--- src/rtl/seven_seg_scan.sv ---
// Six-digit multiplexed seven-segment driver.
// Captures packed BCD on a load strobe into a shadow register. Scans one digit
// per SCAN_DIV cycles, and blanks all outputs for the first GUARD cycles of each
// slot so that a digit does not ghost onto its neighbour.
// Outputs are active low and registered, so they lag the scan state by one cycle.
module seven_seg_scan #(
    parameter int unsigned SCAN_DIV = 50000,
    parameter int unsigned GUARD    = 500
) (
    input  logic        clk,
    input  logic        rst_n,
    input  logic [23:0] bcd_in,
    input  logic        load,
    input  logic        blank_lz,
    input  logic [5:0]  dp_mask,
    output logic [7:0]  seg_n,
    output logic [5:0]  dig_n
);

    localparam int unsigned   CW       = (SCAN_DIV > 1) ? $clog2(SCAN_DIV) : 1;
    localparam logic [CW-1:0] CNT_LAST = CW'(SCAN_DIV - 1);

    logic [23:0]   shd;
    logic [CW-1:0] cnt;
    logic [2:0]    idx;
    logic          in_guard;
    logic [5:0]    blank;
    logic [3:0]    nib;
    logic          dp_on;
    logic          blk;
    logic [6:0]    glyph;
    logic [5:0]    dig_on;
    logic [7:0]    seg_next;
    logic [5:0]    dig_next;

    // Shadow register: the last value presented with load high is kept
    always_ff @(posedge clk or negedge rst_n) begin
        if (!rst_n) begin
            shd <= '0;
        end else if (load) begin
            shd <= bcd_in;
        end
    end

    // Slot counter and digit index. The index steps 0..5 on each slot wrap
    always_ff @(posedge clk or negedge rst_n) begin
        if (!rst_n) begin
            cnt <= '0;
            idx <= '0;
        end else if (cnt == CNT_LAST) begin
            cnt <= '0;
            idx <= (idx == 3'd5) ? 3'd0 : idx + 3'd1;
        end else begin
            cnt <= cnt + CW'(1);
        end
    end

    // A GUARD of zero has no off phase. Handling it separately avoids a
    // comparison against zero that would always be false.
    generate
        if (GUARD == 0) begin : g_no_guard
            assign in_guard = 1'b0;
        end else begin : g_guard
            assign in_guard = (cnt < CW'(GUARD));
        end
    endgenerate

    // Leading-zero mask. Digit k is blank when nibbles k..5 are all zero.
    // Digit 0 is never blank.
    always_comb begin
        logic run;
        run   = 1'b1;
        blank = '0;
        for (int unsigned i = 0; i < 6; i++) begin
            run = run & (shd[4*(5-i) +: 4] == 4'h0);
            blank[5-i] = blank_lz & run & ((5 - i) != 0);
        end
    end

    // Select the nibble, decimal point, blanking flag and enable for the current digit
    always_comb begin
        nib    = '0;
        dp_on  = 1'b0;
        blk    = 1'b0;
        dig_on = '1;
        case (idx)
            3'd0: begin nib = shd[3:0];   dp_on = dp_mask[0]; blk = blank[0]; dig_on = 6'b111110; end
            3'd1: begin nib = shd[7:4];   dp_on = dp_mask[1]; blk = blank[1]; dig_on = 6'b111101; end
            3'd2: begin nib = shd[11:8];  dp_on = dp_mask[2]; blk = blank[2]; dig_on = 6'b111011; end
            3'd3: begin nib = shd[15:12]; dp_on = dp_mask[3]; blk = blank[3]; dig_on = 6'b110111; end
            3'd4: begin nib = shd[19:16]; dp_on = dp_mask[4]; blk = blank[4]; dig_on = 6'b101111; end
            3'd5: begin nib = shd[23:20]; dp_on = dp_mask[5]; blk = blank[5]; dig_on = 6'b011111; end
            default: begin end
        endcase
    end

    // Glyph decode, {g,f,e,d,c,b,a} active low. Non-BCD nibbles show a dash
    always_comb begin
        glyph = 7'h3F;
        case (nib)
            4'd0: glyph = 7'h40;
            4'd1: glyph = 7'h79;
            4'd2: glyph = 7'h24;
            4'd3: glyph = 7'h30;
            4'd4: glyph = 7'h19;
            4'd5: glyph = 7'h12;
            4'd6: glyph = 7'h02;
            4'd7: glyph = 7'h78;
            4'd8: glyph = 7'h00;
            4'd9: glyph = 7'h10;
            default: glyph = 7'h3F;
        endcase
    end

    // Next output value: all off during guard. Otherwise the digit glyph, which
    // may be blank, with its decimal point.
    always_comb begin
        seg_next = 8'hFF;
        dig_next = 6'h3F;
        if (!in_guard) begin
            seg_next = {~dp_on, (blk ? 7'h7F : glyph)};
            dig_next = dig_on;
        end
    end

    // Registered outputs
    always_ff @(posedge clk or negedge rst_n) begin
        if (!rst_n) begin
            seg_n <= 8'hFF;
            dig_n <= 6'h3F;
        end else begin
            seg_n <= seg_next;
            dig_n <= dig_next;
        end
    end

endmodule
--- config.mk ---
export PLATFORM = sky130hd
export DESIGN_NAME = seven_seg_scan
export DESIGN_NICKNAME = d
export VERILOG_FILES = /design/src/rtl/seven_seg_scan.sv
export SDC_FILE = /design/constraint.sdc
export NUM_CORES = 1
export LEC_CHECK = 0
export BUFFER_PORTS_ARGS = -buffer_cell sky130_fd_sc_hd__buf_4
export CAP_MARGIN = 20
export CORE_MARGIN = 2
export CORE_UTILIZATION = 34
export CTS_CLUSTER_DIAMETER = 30
export DETAILED_ROUTE_END_ITERATION = 8
export PLACE_DENSITY = 0.5
export SKIP_CTS_REPAIR_TIMING = 1
export SYNTH_ARGS = -nofsm -noshare
export SYNTH_HDL_FRONTEND = slang
export SYNTH_SLANG_ARGS = --single-unit
--- constraint.sdc ---
create_clock -name clk -period 4.9 [get_ports clk]
set_input_delay 1.225 -clock clk [delete_from_list [all_inputs] [get_ports clk]]
set_output_delay 1.225 -clock clk [all_outputs]
set_load 0.02 [all_outputs]
Word level (Yosys, flattened, before mapping)
Memory sizes are Yosys's and may differ from the RTL's. Cells that the tools add are included. Widths: inputs -> output; s select.

Bits of input ports: 34. Register bits: 57. Memories: 1. Bits in writable memories: 0. Bits in latches: 0. Word-level logic and storage cells: 40. ROM bits: 112.

Memory list: (no name shown) (words 16, width 7, read ports 1, clocked after memory_dff 0, write ports 0, RTL line 100) `case (nib)`.

Multipliers: 0. Bitwise operators: 10. Divide/modulo/power cells: 0. Multiplexer cells: 9. Equality and inequality tests: 6. Reduce and logical (&&, ||, !) cells: 6. Shifts and indexed selects: 0. $lt $le $gt $ge: 1. Add/subtract/negate cells: 2.

Operators by type and width (number): $pmux 6 s6 (1); $pmux 4 s6 (1); $logic_not 4->1 (5); $add 16x1->16 const B (1); $eq 16x16->1 const B (1); $lt 16x9->1 const B (1); $mux 16 (1); $and 1x1->1 (9); $mux 8 (1); $mux 7 (1); $eq 3x2->1 const B (2); $eq 3x3->1 const B (2); $mux 6 (1); $pmux 1 s6 (1); $pmux 1 s5 (1); $add 3x1->3 const B (1); $eq 3x1->1 const B (1); $logic_not 3->1 (1); $mux 3 (1); $not 1->1 (1).

Longest topological paths before layout
Gate-level depths: netlist (run 1).

Depth after elaboration: 9. Gate-level depth with buffers: 13.

Least setup slack after synthesis (run 1)
OpenSTA, ideal clock, no wires.

Path kind: reg2reg. Start point: register idx[0]. End point: register seg_n[4]. Setup slack: 2.269 ns. Cell stages (with the launch flop): 13. Data arrival time: 2.548 ns. Period minus slack after synthesis: 2.631 ns. Data required time: 4.818 ns. Path through: dfrtp_1 > buf_6 > buf_2 > and2_1 > ha_1 > and2_1 > o41ai_2 > inv_1 > ha_1 > inv_1 > o211ai_1 > mux2_2 > o211ai_1.

Longest elaborated chain between the ends: 5.

RTL lines: start: declaration (RTL line 25) `logic [2:0] idx;`; start signal: assignment (RTL line 52) `idx <= (idx == 3'd5) ? 3'd0 : idx + 3'd1;`; $eq 3x3->1 (tied with other cells) (RTL line 86) `case (idx)`; $pmux 4 s6 (RTL line 86); $mem_v2 16x7; $mux 7 * (RTL line 121) `seg_next = {~dp_on, (blk ? 7'h7F : glyph)};`; $mux 8 * (RTL line 120) `if (!in_guard) begin`; named net seg_next[4] (RTL line 33) `logic [7:0] seg_next;`; end signal: assignment (RTL line 132) `seg_n <= seg_next;`; end: declaration (RTL line 16) `output logic [7:0] seg_n,`.

The timed path passes the listed nets; every way through them passes the cells marked *. A chain may end at the register's enable or synchronous reset.

Worst setup path in the final report (run 1)
Same ends and word-level chain as after synthesis.

==> out/results.ini, run 1 <==
[power_and_ir_drop]
switchingPower_uw=252
p_comb_share_pct=7.7
p_int_uw=959
cellLeakagePower_uw=0.00151
irDropWorstVdd_mv=0.135
finalPower_uw=1210
power.share.sequential_pct=42.0
power.share.clock_pct=50.3
power_density_nw_per_um2=338
switching_share_pct=20.8

[synth]
synth_top_area_share_pct=37.4
synth_area_leaders=dfrtp_1 (37%), dfstp_2 (13%), mux2_2 (9.8%), ha_1 (3.5%), xnor2_1 (2.7%)
synth_edf_count=0
synth-async-reset-ratio_pct=100
synth_nets=297
synthCells=255
yosysWarnings=0
syn_area_sq_um=2880
ys_types=47
syn-mean-instance-area_sq_um=11.3
synth_common_cells=dfrtp_1 (43), mux2_2 (25), nor2_1 (17)
yosysSeqAreaShare_pct=50.2
synth.most_common_cell=dfrtp_1
ys_ff_latch=57
synth_top_cell_by_area=dfrtp_1
synthFlopType=dfrtp_1

[critical_path]
worstPathArrival_ns=3.18
worstSetupEndpointType=register
cpPeakStageDelay_ns=0.67
crit_slowest_cell=dfrtp_1
worstReg2RegStart=idx[0]
cp-start-kind=register
cp-startpoint=idx[0]
cp_max_fo=24
required_ns=5.16
worstSetupPathType=register to register
path_cells=and2_1 -> ha_1 -> and2_1 -> o41ai_2 -> inv_1 -> ha_1 -> inv_1 -> o211ai_1 -> mux2_2 -> o211ai_1

[timing]
fin_crit_sh_pct=59.7
skew_ns=0.0108
final-max-slew-violation-count=0
setup_viol=0
max_slew_margin_pct=43.9
setup_ws_ns=1.97
fmax_mhz=342
tightest_slew_ns=0.840
setup_tns_ns=0
rsz0062_at_grt=no
hold_viol=0
period_minus_slack_ns=2.93

[routing]
vias=2067
drc_errors=0
wl_met1_microns=3080
wire_per_inst_microns=15.3
wl_met3_microns=278
first_iter_violations=101
met2_length_microns=2860
routed_via_density=4.99
ant_nets=0
drt-total-wl_microns=6350
highest_layer=met4
dr.pass1.iters=4

[clocking]
cts_tree=done
clockBufferDepth=2
clock-sinks=57
clk_pin_slew_ns=0.07
clk_latency_ns=0.35
htree_num_levels=3
clk_root_buffer_cell=clkbuf_8
cts_buffers=9

[flow_run]
drv_cap=0

[hold_path]
hold_start=cnt[0]
worstHoldPathType=register to register

[global_routing]
grt_max_degree=58
grt_pass1_vias=2056
grt-ovfl-total=0
track_usage_pct=15.3
antenna_found_initial=0
grt_pass1_wl_microns=10600

[place]
dp_slack_ns=2.00
port_buffers=47
place_inst=398
dp_hpwl_microns=4610
globalplace.congestion=0.826

[finish]
layout-drive-gt1-share_pct=37.5
n_antenna_cell=0
stdcell_count=414
nets=346
area_delta_synth_final_pct=24.5

[die]
initial_core_util_pct=35.0
die_w_microns=96.0
die-area_sq_um=9210
dieHeight_microns=96.0
core-area_sq_um=8220
io_pins=48
row_count=33

[run_status]
status=finished clean

worst max-delay path, delay by kind of cell (launching register included):
kind                       cells  cell delay (ns)
adders and majority gates      2             0.50
muxes                          1             0.28
and+or+nand+nor                2             0.52
AOI/OAI and AO/OA              3             0.68
buffers and inverters          2             0.19
DFF                            1             0.67
path summary, 6_finish.rpt:
| path | to | slack (ns) | cells past startpoint |
|---|---|---|---|
| hold / removal | cnt[0] | 0.49 | 1 |
| max in group asynchronous | shd[13] | 3.50 | 1 |
| hold reg to reg | cnt[0] | 0.49 | 1 |
| setup / recovery | seg_n[4] | 1.97 | 10 |
| min in group asynchronous | cnt[6] | 0.92 | 1 |
| setup reg to reg | seg_n[4] | 1.97 | 10 |
cells by family (layout without fill, tap and decap cells):
kind of cell,after synthesis,count (layout),synth area share (%)
XOR/XNOR,13,13,3.96
AO/OA/AOI/OAI,43,43,11.2
buffers and inverters,19,73,3.26
adder cells (fa/ha/maj),8,8,3.48
flip-flops,57,57,50.2
multiplexers,32,32,12.4
AND/OR/NAND/NOR,83,83,15.5
power groups by stage:
stage / registers (uW) / clock network, uW / logic (uW)
after floorplan: 510 / 0 / 56.1
after global placement: 518 / 0 / 94.9
after detailed placement: 518 / 0 / 94.8
after CTS: 509 / 618 / 95.4
after global routing: 511 / 639 / 105
final: 509 / 609 / 93.2
routing by layer:
layer | track usage [%] | vias to the layer above
li1 | - | 1015
met1 | 21.4 | 1000
met2 | 22.6 | 41
met3 | 3.37 | 11
met4 | 6.67 | 0
met5 | 0 | -
sequential cells by signal (all words and copies together), names as in the netlist:
name,cells
shd,24
cnt,16
seg_n,8
dig_n,6
idx,3
final cells by class:
type / count / area [sq um]
fill: 783 / 4640
sequential: 57 / 1440
multi-input combinational: 179 / 1340
timing repair buffer: 47 / 353
clock buffer: 11 / 151
tap: 105 / 131
clock inverter: 5 / 125
inverter: 10 / 37.5
cell usage in the layout, fill, tap and decap left out, drive strengths merged, types with 2 or more instances in the layout:
cell type and n:
buf 47, dfrtp 43, mux2 26, nor2 17, nand2 14, dfstp 14
nand3 13, o21ai 13, clkbuf 11, inv 10, xnor2 9, o211ai 8
a21oi 8, ha 8, nor4 7, mux2i 6, nor2b 5, nor3 4
and2 4, xor2 4, bufinv 4, nand4 3, or2 3, nand3b 3
a22oi 3, a22o 3, nor3b 2, and3 2, o22ai 2
stage by stage:
step | util [%] | hold WS, ns | area, sq um
after CTS | 43.6 | 0.496 | 3580
after global placement | 40.2 | 0.486 | 3300
after floorplan | - | 0.455 | 2880
final | 43.6 | 0.487 | 3580
after global routing | 43.6 | 0.513 | 3580
after detailed placement | 40.2 | 0.486 | 3300
Power figures use the tool's default switching activity.
==> run 2, diff against run 1 <==
- clock period: 4.9 -> 3.05 ns (I/O delays scaled with it)
==> out/results.ini, run 2 (synthesis gave the netlist of run 1 again) <==
[finish]
largest-register=shd
largest_registers=shd x24, cnt x16, seg_n x8
layout-drive-gt1-share_pct=37.3  ; -0.28 points
final_core_util_pct=42.9  ; -0.72 points
area_delta_synth_final_pct=22.4
largest_reg_flops=24  ; unchanged
seq_area_sq_um=1440  ; unchanged
nets=351  ; +1.4%
multiInputGateArea_sq_um=1340  ; unchanged
n_antenna_cell=0  ; unchanged
final_common_cell=buf_4
n_fill_cell=791  ; +1.0%
layout_common_cells=buf_4 (52), dfrtp_1 (43), mux2_2 (25)
final_cell_area_sq_um=3520  ; -1.6%

[clocking]
clockBufferDepth=2  ; unchanged
clock-sinks=57  ; unchanged
clk_latency_ns=0.34  ; about the same
clk_root_buffer_cell=clkbuf_8
cts_tree=done
cts_buffers=9  ; unchanged
htree_num_levels=3  ; unchanged
clk_pin_slew_ns=0.06  ; about the same

[routing]
routed_via_density=4.93  ; -1.3%
vias=2065  ; -0.097%
wire_per_inst_microns=15.1  ; -1.8%
wl_met1_microns=3020  ; -2.0%
drc_errors=0  ; unchanged
wl_met3_microns=291  ; +4.7%
highest_layer=met4
met2_length_microns=2920  ; +2.0%
ant_nets=0  ; unchanged
drt-total-wl_microns=6310  ; -0.57%
dr.pass1.iters=4  ; unchanged
first_iter_violations=76  ; -25%

[place]
place_area_sq_um=3340  ; +1.1%
dp_hpwl_microns=4670  ; +1.2%
dp_slack_ns=0.451  ; -1.55 ns
globalplace.congestion=0.837  ; +1.3%
port_buffers=47  ; unchanged

[global_routing]
antenna_found_initial=0  ; unchanged
grt_pass1_wl_microns=10300  ; -2.9%
track_usage_pct=15.0  ; -0.25 points
grt-ovfl-total=0  ; unchanged
grt_max_degree=58  ; unchanged
grt_pass1_vias=2038  ; -0.88%

[critical_path]
cp-start-kind=register
cp_max_fo=16  ; -33%
required_ns=3.29  ; -1.87 ns
worstSetupEndpointType=register
worstSetupPathType=register to register
reg2regPathDepth=8  ; -2
worstPathArrival_ns=2.90  ; -0.28 ns

[die]
row_count=33  ; unchanged
initial_core_util_pct=35.0  ; unchanged
core-area_sq_um=8220  ; unchanged
die_w_microns=96.0  ; unchanged
die-area_sq_um=9210  ; unchanged
dieHeight_microns=96.0  ; unchanged
io_pins=48  ; unchanged

[power_and_ir_drop]
irDropWorstVdd_mv=0.256  ; +90%
cellLeakagePower_uw=0.00149  ; -1.4%
power_density_nw_per_um2=459  ; +36%

[timing]
setup_tns_ns=0  ; unchanged
setup_ws_ns=0.385  ; -1.59 ns
fin_crit_sh_pct=87.4  ; +28 points
rsz0062_at_grt=no
hold_viol=0  ; unchanged
fin_hold_ws_ns=0.482  ; -0.00578 ns
final-max-slew-violation-count=0  ; unchanged
max_slew_margin_pct=52.6  ; +8.7 points
tightest_slew_ns=0.710  ; -0.129 ns
fmax_mhz=375  ; +9.8%
skew_ns=0.00796  ; -0.00287 ns
setup_viol=0  ; unchanged
period_minus_slack_ns=2.67  ; -0.260 ns

[run_status]
status=finished clean

[flow_run]
drv_cap=0  ; unchanged

[hold_path]
worstHoldPathType=input pin to async pin

run 2: metrics by stage:
stage                     cells  power, uW
final                       419       1620
after global routing        419       1690
after CTS                   419       1640
after detailed placement    403        987
after global placement      403        986
after floorplan             255        909
run 2: worst paths after layout:
kind | slack, ns | from | endpoint
max | 0.38 | idx[2] | seg_n[4]
min | 0.48 | rst_n | cnt[5]
max reg2reg | 0.38 | idx[2] | seg_n[4]
min reg2reg | 0.49 | cnt[0] | cnt[0]
max in group asynchronous | 2.10 | rst_n | shd[17]
min in group clk | 0.49 | cnt[0] | cnt[0]
run 2: power by group:
part / internal (uW) / switching, uW
Combinational: 84.7 / 67.9
Clock: 363 / 282
Sequential: 790 / 27.9
run 2: critical path, cell delays in order, from the launching register on:
cell and delay [ns]:
dfrtp_1 0.65, inv_1 0.15, ha_1 0.32, a22o_1 0.23
o21ai_0 0.50, ha_1 0.27, nor3b_1 0.19, mux2_2 0.18
o211ai_1 0.08
run 2: layout make-up:
cell class,instances,area share (%)
clock buffer,16,5.12
inverter,10,1.07
tap,105,3.73
sequential,57,41.0
timing repair buffer,52,11.1
multi-input combinational,179,38.0
run 2: metal layers:
layer | up-vias | GRT usage [%]
met5 | - | 0
met4 | 0 | 5.36
met3 | 8 | 4.70
met2 | 41 | 23.3
met1 | 997 | 19.7
li1 | 1019 | -
